<file path="src/rtl/fetch_sequencer_if.sv">
// Bundle of the fetch sequencer's control, memory and decode-side signals.
// The master side drives the control/memory inputs; the slave is the sequencer.
interface fetch_sequencer_if #(
  parameter int PC_W = 6
);
  logic            start;
  logic            halt_req;
  logic            jump;
  logic [7:0]      jump_off;
  logic            branch_taken;
  logic [7:0]      branch_off;
  logic [15:0]     mem_data;
  logic            instr_ready;
  logic [PC_W-1:0] pc;
  logic [15:0]     instr_out;
  logic            instr_valid;
  logic [1:0]      state;
  logic            fault;
  logic [7:0]      retired;

  modport master (
    output start, halt_req, jump, jump_off, branch_taken, branch_off,
           mem_data, instr_ready,
    input  pc, instr_out, instr_valid, state, fault, retired
  );

  modport slave (
    input  start, halt_req, jump, jump_off, branch_taken, branch_off,
           mem_data, instr_ready,
    output pc, instr_out, instr_valid, state, fault, retired
  );
endinterface

</file>
<file path="src/rtl/fetch_sequencer.sv">
// Instruction fetch sequencer: fetches a word at pc, presents it to decode,
// and on the issue handshake advances pc by 1, a jump or a branch offset.
// A next pc beyond the valid memory depth raises a sticky fault and halts.
module fetch_sequencer #(
  parameter int MEM_DEPTH = 32,
  parameter int PC_W      = 6
) (
  input logic           clk,
  input logic           rst,
  fetch_sequencer_if.slave bus
);

  typedef enum logic [1:0] {
    S_IDLE  = 2'b00,
    S_FETCH = 2'b01,
    S_ISSUE = 2'b10,
    S_HALT  = 2'b11
  } state_t;

  state_t          state_q;
  logic [PC_W-1:0] pc_q;
  logic [15:0]     instr_q;
  logic            valid_q;
  logic            fault_q;
  logic [7:0]      retired_q;

  logic            fire;
  logic [7:0]      step_off;
  logic [7:0]      sum8;
  logic [PC_W-1:0] next_pc;
  logic            next_oob;

  // Issue handshake and the candidate next pc (jump beats branch beats +1).
  always_comb begin
    // NOTE: every combinational output gets a default first so no path
    // leaves it unassigned, which would infer a latch.
    step_off = 8'd1;
    if (bus.jump)              step_off = bus.jump_off;
    else if (bus.branch_taken) step_off = bus.branch_off;
    fire     = (state_q == S_ISSUE) && bus.instr_ready;
    sum8     = 8'(pc_q) + step_off;
    next_pc  = PC_W'(sum8);
    next_oob = (32'(next_pc) >= 32'(MEM_DEPTH));
  end

  // Sequencer FSM with all outputs registered; rst dominates every state.
  always_ff @(posedge clk) begin
    // NOTE: sequential state uses non-blocking assignments so every register
    // samples pre-edge values regardless of statement order.
    if (rst) begin
      state_q   <= S_IDLE;
      pc_q      <= '0;
      instr_q   <= '0;
      valid_q   <= 1'b0;
      fault_q   <= 1'b0;
      retired_q <= '0;
    end else begin
      case (state_q)
        S_IDLE: begin
          valid_q <= 1'b0;
          if (bus.start) state_q <= S_FETCH;
        end
        S_FETCH: begin
          instr_q <= bus.mem_data;
          valid_q <= 1'b1;
          state_q <= S_ISSUE;
        end
        S_ISSUE: begin
          if (fire) begin
            pc_q    <= next_pc;
            valid_q <= 1'b0;
            if (retired_q != 8'hFF) retired_q <= retired_q + 8'd1;
            if (next_oob) begin
              fault_q <= 1'b1;
              state_q <= S_HALT;
            end else if (bus.halt_req) begin
              state_q <= S_HALT;
            end else begin
              state_q <= S_FETCH;
            end
          end
        end
        S_HALT: begin
          valid_q <= 1'b0;
        end
        default: state_q <= S_IDLE;
      endcase
    end
  end

  assign bus.pc          = pc_q;
  assign bus.instr_out   = instr_q;
  assign bus.instr_valid = valid_q;
  assign bus.state       = state_q;
  assign bus.fault       = fault_q;
  assign bus.retired     = retired_q;

endmodule

</file>
<file path="src/flat_wrapper.sv">
// flat-port wrapper written by rule: the top's interface ports become plain ports
module fetch_sequencer_flat 
#(
  parameter int MEM_DEPTH = 32,
  parameter int PC_W      = 6
)
  (clk, rst, bus_start, bus_halt_req, bus_jump, bus_jump_off, bus_branch_taken, bus_branch_off, bus_mem_data, bus_instr_ready, bus_pc, bus_instr_out, bus_instr_valid, bus_state, bus_fault, bus_retired);
  fetch_sequencer_if #(.PC_W(PC_W)) bus_i ();
  input logic clk;
  input logic rst;
  input wire logic [$bits(bus_i.start)-1:0] bus_start;
  input wire logic [$bits(bus_i.halt_req)-1:0] bus_halt_req;
  input wire logic [$bits(bus_i.jump)-1:0] bus_jump;
  input wire logic [$bits(bus_i.jump_off)-1:0] bus_jump_off;
  input wire logic [$bits(bus_i.branch_taken)-1:0] bus_branch_taken;
  input wire logic [$bits(bus_i.branch_off)-1:0] bus_branch_off;
  input wire logic [$bits(bus_i.mem_data)-1:0] bus_mem_data;
  input wire logic [$bits(bus_i.instr_ready)-1:0] bus_instr_ready;
  output wire logic [$bits(bus_i.pc)-1:0] bus_pc;
  output wire logic [$bits(bus_i.instr_out)-1:0] bus_instr_out;
  output wire logic [$bits(bus_i.instr_valid)-1:0] bus_instr_valid;
  output wire logic [$bits(bus_i.state)-1:0] bus_state;
  output wire logic [$bits(bus_i.fault)-1:0] bus_fault;
  output wire logic [$bits(bus_i.retired)-1:0] bus_retired;
  assign bus_i.start = bus_start;
  assign bus_i.halt_req = bus_halt_req;
  assign bus_i.jump = bus_jump;
  assign bus_i.jump_off = bus_jump_off;
  assign bus_i.branch_taken = bus_branch_taken;
  assign bus_i.branch_off = bus_branch_off;
  assign bus_i.mem_data = bus_mem_data;
  assign bus_i.instr_ready = bus_instr_ready;
  assign bus_pc = bus_i.pc;
  assign bus_instr_out = bus_i.instr_out;
  assign bus_instr_valid = bus_i.instr_valid;
  assign bus_state = bus_i.state;
  assign bus_fault = bus_i.fault;
  assign bus_retired = bus_i.retired;
  fetch_sequencer #(.MEM_DEPTH(MEM_DEPTH), .PC_W(PC_W)) u_core (.clk(clk), .rst(rst), .bus(bus_i));
endmodule
</file>
<file path="config.mk">
export PLATFORM = sky130hd
export DESIGN_NAME = fetch_sequencer_flat
export DESIGN_NICKNAME = d
export VERILOG_FILES = /design/src/rtl/fetch_sequencer_if.sv /design/src/rtl/fetch_sequencer.sv /design/src/flat_wrapper.sv
export SDC_FILE = /design/constraint.sdc
export NUM_CORES = 1
export LEC_CHECK = 0
export CELL_PAD_IN_SITES_DETAIL_PLACEMENT = 0
export CELL_PAD_IN_SITES_GLOBAL_PLACEMENT = 1
export CORE_ASPECT_RATIO = 0.6
export CORE_MARGIN = 5
export CORE_UTILIZATION = 25
export CTS_BUF_LIST = sky130_fd_sc_hd__clkbuf_4
export CTS_CLUSTER_DIAMETER = 120
export DETAILED_ROUTE_END_ITERATION = 7
export PLACE_DENSITY_LB_ADDON = 0.15
export SLEW_MARGIN = 30
export SYNTH_ARGS = -nofsm -noshare
export SYNTH_HDL_FRONTEND = slang
export SYNTH_SLANG_ARGS = --single-unit
</file>
<file path="constraint.sdc">
create_clock -name clk -period 2.92 [get_ports clk]
set_clock_uncertainty 0.05 [all_clocks]
set_input_delay 0.584 -clock clk [delete_from_list [all_inputs] [get_ports clk]]
set_output_delay 0.584 -clock clk [all_outputs]
set_load 0.01 [all_outputs]
</file>
==> metrics.md, run 1 <==
| Metric | Value |
|---|---|
| Max-slew violation count | 0 |
| Power Dens Cells | 394 nW/um^2 |
| Multi-input gate area | 921 um^2 |
| Filler Cell Count | 686 |
| R2R Setup Slk | 0.97 ns |
| I/O pin total | 73 |
| Largest cells by area after synthesis | dfxtp_1 (41%), mux2i_1 (11%), ha_1 (8.3%), nor2_1 (6.6%), xor2_1 (3.2%) |
| CTS buffer count | 5 |
| Clock Latency Late Sink | 0.32 ns |
| Sw frac | 0.275 |
| H-tree depth | 2 |
| Vias | 1,388 |
| Worst Path Class, Setup | in -> reg |
| DIE WIDTH | 115 um |
| Vias in the first global route | 1,360 |
| Post-CTS Setup Inserts | 0 |
| Routability cong. | 0.679 |
| Final Power | 0.992 mW |
| Largest net degree at the start of global routing | 21 |
| Core box area | 6560 um^2 |
| Clock share of power | 0.251 |
| Post-synth EDFFs | 0 |
| # rows | 23 |
| Startpoint types | primary input |
| Psw | 0.272 mW |
| Post-CTS Resized | 0 |
| Hold_buf cts | 0 |
| P_leak | 0.955 nW |
| Register area | 681 um^2 |
| Max Root-Sink Buffers | 2 |
| GRT overflow | 0 |
| CTS tree | yes |
| Worst VDD drop | 129 uV |
| Unrepaired setup endpoints after global routing | no |
| Endpoints failing setup | 0 |
| WL final | 4.32 mm |
| Die span in y | 73.1 um |
| Die ar. | 8420 um^2 |
| DR iter-0 viols | 53 |
| Slew at the pin closest to its max-slew limit | 0.695 ns |
| Share of the synthesized area in the top cell type | 0.410 |
| WP data required | 3.12 ns |
| Ys flop type | dfxtp_1 |
| Final Hold Viols | 0 |
| CP Capture Type | flip-flop |
| Slew headroom | 0.536 |
| Hold/Removal Path Class | reg -> reg |
| Max-cap check violation count | 0 |
| DP Wirelength | 3.44 mm |
| I/O Buffers | 68 |
| Crit share post-route | 0.901 |
| Antenna viol nets, final | 0 |
| Seq/Total Area, Yosys | 0.410 |
| Worst-path clk slew | 0.11 ns |
| GRT Overall Usage | 0.106 |
| First-pass DRT Iterations | 4 |
| Internal power | 0.720 mW |
| Starting density of the core | 0.253 |
| # DRC | 0 |
| Final Critical Period | 2.63 ns |
| Max FO, Critical Path | 5 |
| Vias per cell | 4.17 |
| Synth warn | 0 |
| Area Overhead vs Synth | 51.6% |
| Initial antenna violation count | 0 |
| Sequential Power Share | 0.509 |
| Nets | 296 |
| Clock sink total | 34 |
| Routed WL per cell | 13.0 um |
| Post-Syn Instances | 171 |
| Clock root cell | clkbuf_4 |
| Syn_nets | 222 |
| Syn avg cell area | 9.71 um^2 |
| Outcome | complete, no violations |
| Synth cell types | 40 |
| Ys async rst share | 0 |
| Gate power share | 0.240 |
| Hold slack | 0.422 ns |
| Antenna Cells | 0 |
| First-pass GRT wire length | 7.04 mm |
| Worst EP arrival | 2.83 ns |
| Flops & latches, synth | 34 |
| Layout cells sized above 1 | 0.0854 |
| FMAX | 380 MHz |
| Mapped cell area | 1660 um^2 |
| Cell taking the most area after synthesis | dfxtp_1 |
-- cell usage after synthesis, types with 4 or more instances --
library cell	count
nor2b_1	5
mux2i_1	19
inv_1	6
a21oi_1	5
nand2_1	9
ha_1	11
nor2_1	29
xor2_1	6
dfxtp_1	34
a22o_1	4
-- through the flow --
stage	setup WS (ns)	std cells	cell area, um^2	util	TNS [ns]
after global placement	-0.0809	325	2460	0.375	-0.244
after CTS	0.282	333	2520	0.384	0
after detailed placement	-0.0855	325	2460	0.375	-0.293
after global routing	0.131	333	2520	0.384	0
after floorplan	0.740	171	1660	-	0
final	0.289	333	2520	0.384	0
-- final timing paths --
check	start	to	depth (start not counted)
setup / recovery	bus_jump	u_core.bus.pc[4]$_SDFFE_PP0P_	11
setup reg to reg	u_core.bus.pc[0]$_SDFFE_PP0P_	u_core.bus.pc[4]$_SDFFE_PP0P_	8
hold / removal	u_core.bus.fault$_SDFFE_PP0P_	u_core.bus.fault$_SDFFE_PP0P_	2
hold reg to reg	u_core.bus.fault$_SDFFE_PP0P_	u_core.bus.fault$_SDFFE_PP0P_	2
-- sequential cells by signal (all words and copies together) (netlist names) --
signal,count
u_core.bus.instr_out,16
u_core.bus.retired,8
u_core.bus.pc,6
u_core.bus.state,2
u_core.bus.fault,1
u_core.bus.instr_valid,1
-- worst max-delay path, cell delays in order --
cell             delay, ns
clkdlybuf4s50_1       0.51
nor2b_1               0.12
a21oi_1               0.16
ha_1                  0.28
inv_1                 0.09
fa_1                  0.38
nor2b_1               0.17
o21a_1                0.18
nor3_1                0.05
nand3b_1              0.15
a21oi_1               0.14
-- layer usage --
metal	up-vias	part of all wire	GRT usage
met5	-	0	0
met4	0	0.0030	0.0195
met3	2	0.075	0.0398
met2	35	0.37	0.123
met1	613	0.56	0.176
li1	738	-	-
-- area by class of cell --
cell class	instances	share of cell area
Inverter	6	0.00895
Timing Repair Buffer	73	0.290
Clock inverter	3	0.00646
Tap cell	87	0.0432
Clock buffer	5	0.0149
Multi-Input combinational cell	125	0.366
Sequential cell	34	0.270
-- cells in the final DEF (no fill, tap or decap), types with 2 or more instances in the layout --
cell	n
nand3b_1	2
nor3_1	2
a22o_1	4
dfxtp_1	34
clkdlybuf4s50_1	68
nor2_1	29
inv_1	6
mux2i_1	19
buf_4	4
o21ai_0	3
nand2_1	9
nor2b_1	5
a21oi_1	5
clkbuf_4	5
ha_1	11
nand4_1	3
a211oi_1	3
xnor2_1	3
o31ai_1	2
xor2_1	6
-- power groups by stage --
| stage | sequential (mW) | combinational (mW) | clock, mW |
|---|---|---|---|
| final | 0.505 | 0.238 | 0.249 |
| after global placement | 0.516 | 0.243 | 0 |
| after CTS | 0.506 | 0.243 | 0.266 |
| after floorplan | 0.527 | 0.106 | 0 |
| after global routing | 0.510 | 0.263 | 0.294 |
| after detailed placement | 0.516 | 0.242 | 0 |
-- cell families (layout without fill, tap and decap cells) --
kind of cell,after synthesis,after routing,share of synthesized area
and+or+nand+nor,59,59,0.173
DFF,34,34,0.410
AOI/OAI and AO/OA,26,26,0.125
muxes,19,19,0.115
adders and majority gates,12,12,0.0950
buffers and inverters,12,87,0.0354
xor gates and xnor gates,9,9,0.0475
No activity file was read; power rests on OpenSTA's default activity.
==> run 2: changes to the inputs <==
CTS_CLUSTER_DIAMETER = unset   (was 120)
==> results of run 2 <==
Same layout as run 1: the final DEF is identical, and so are final timing and power.
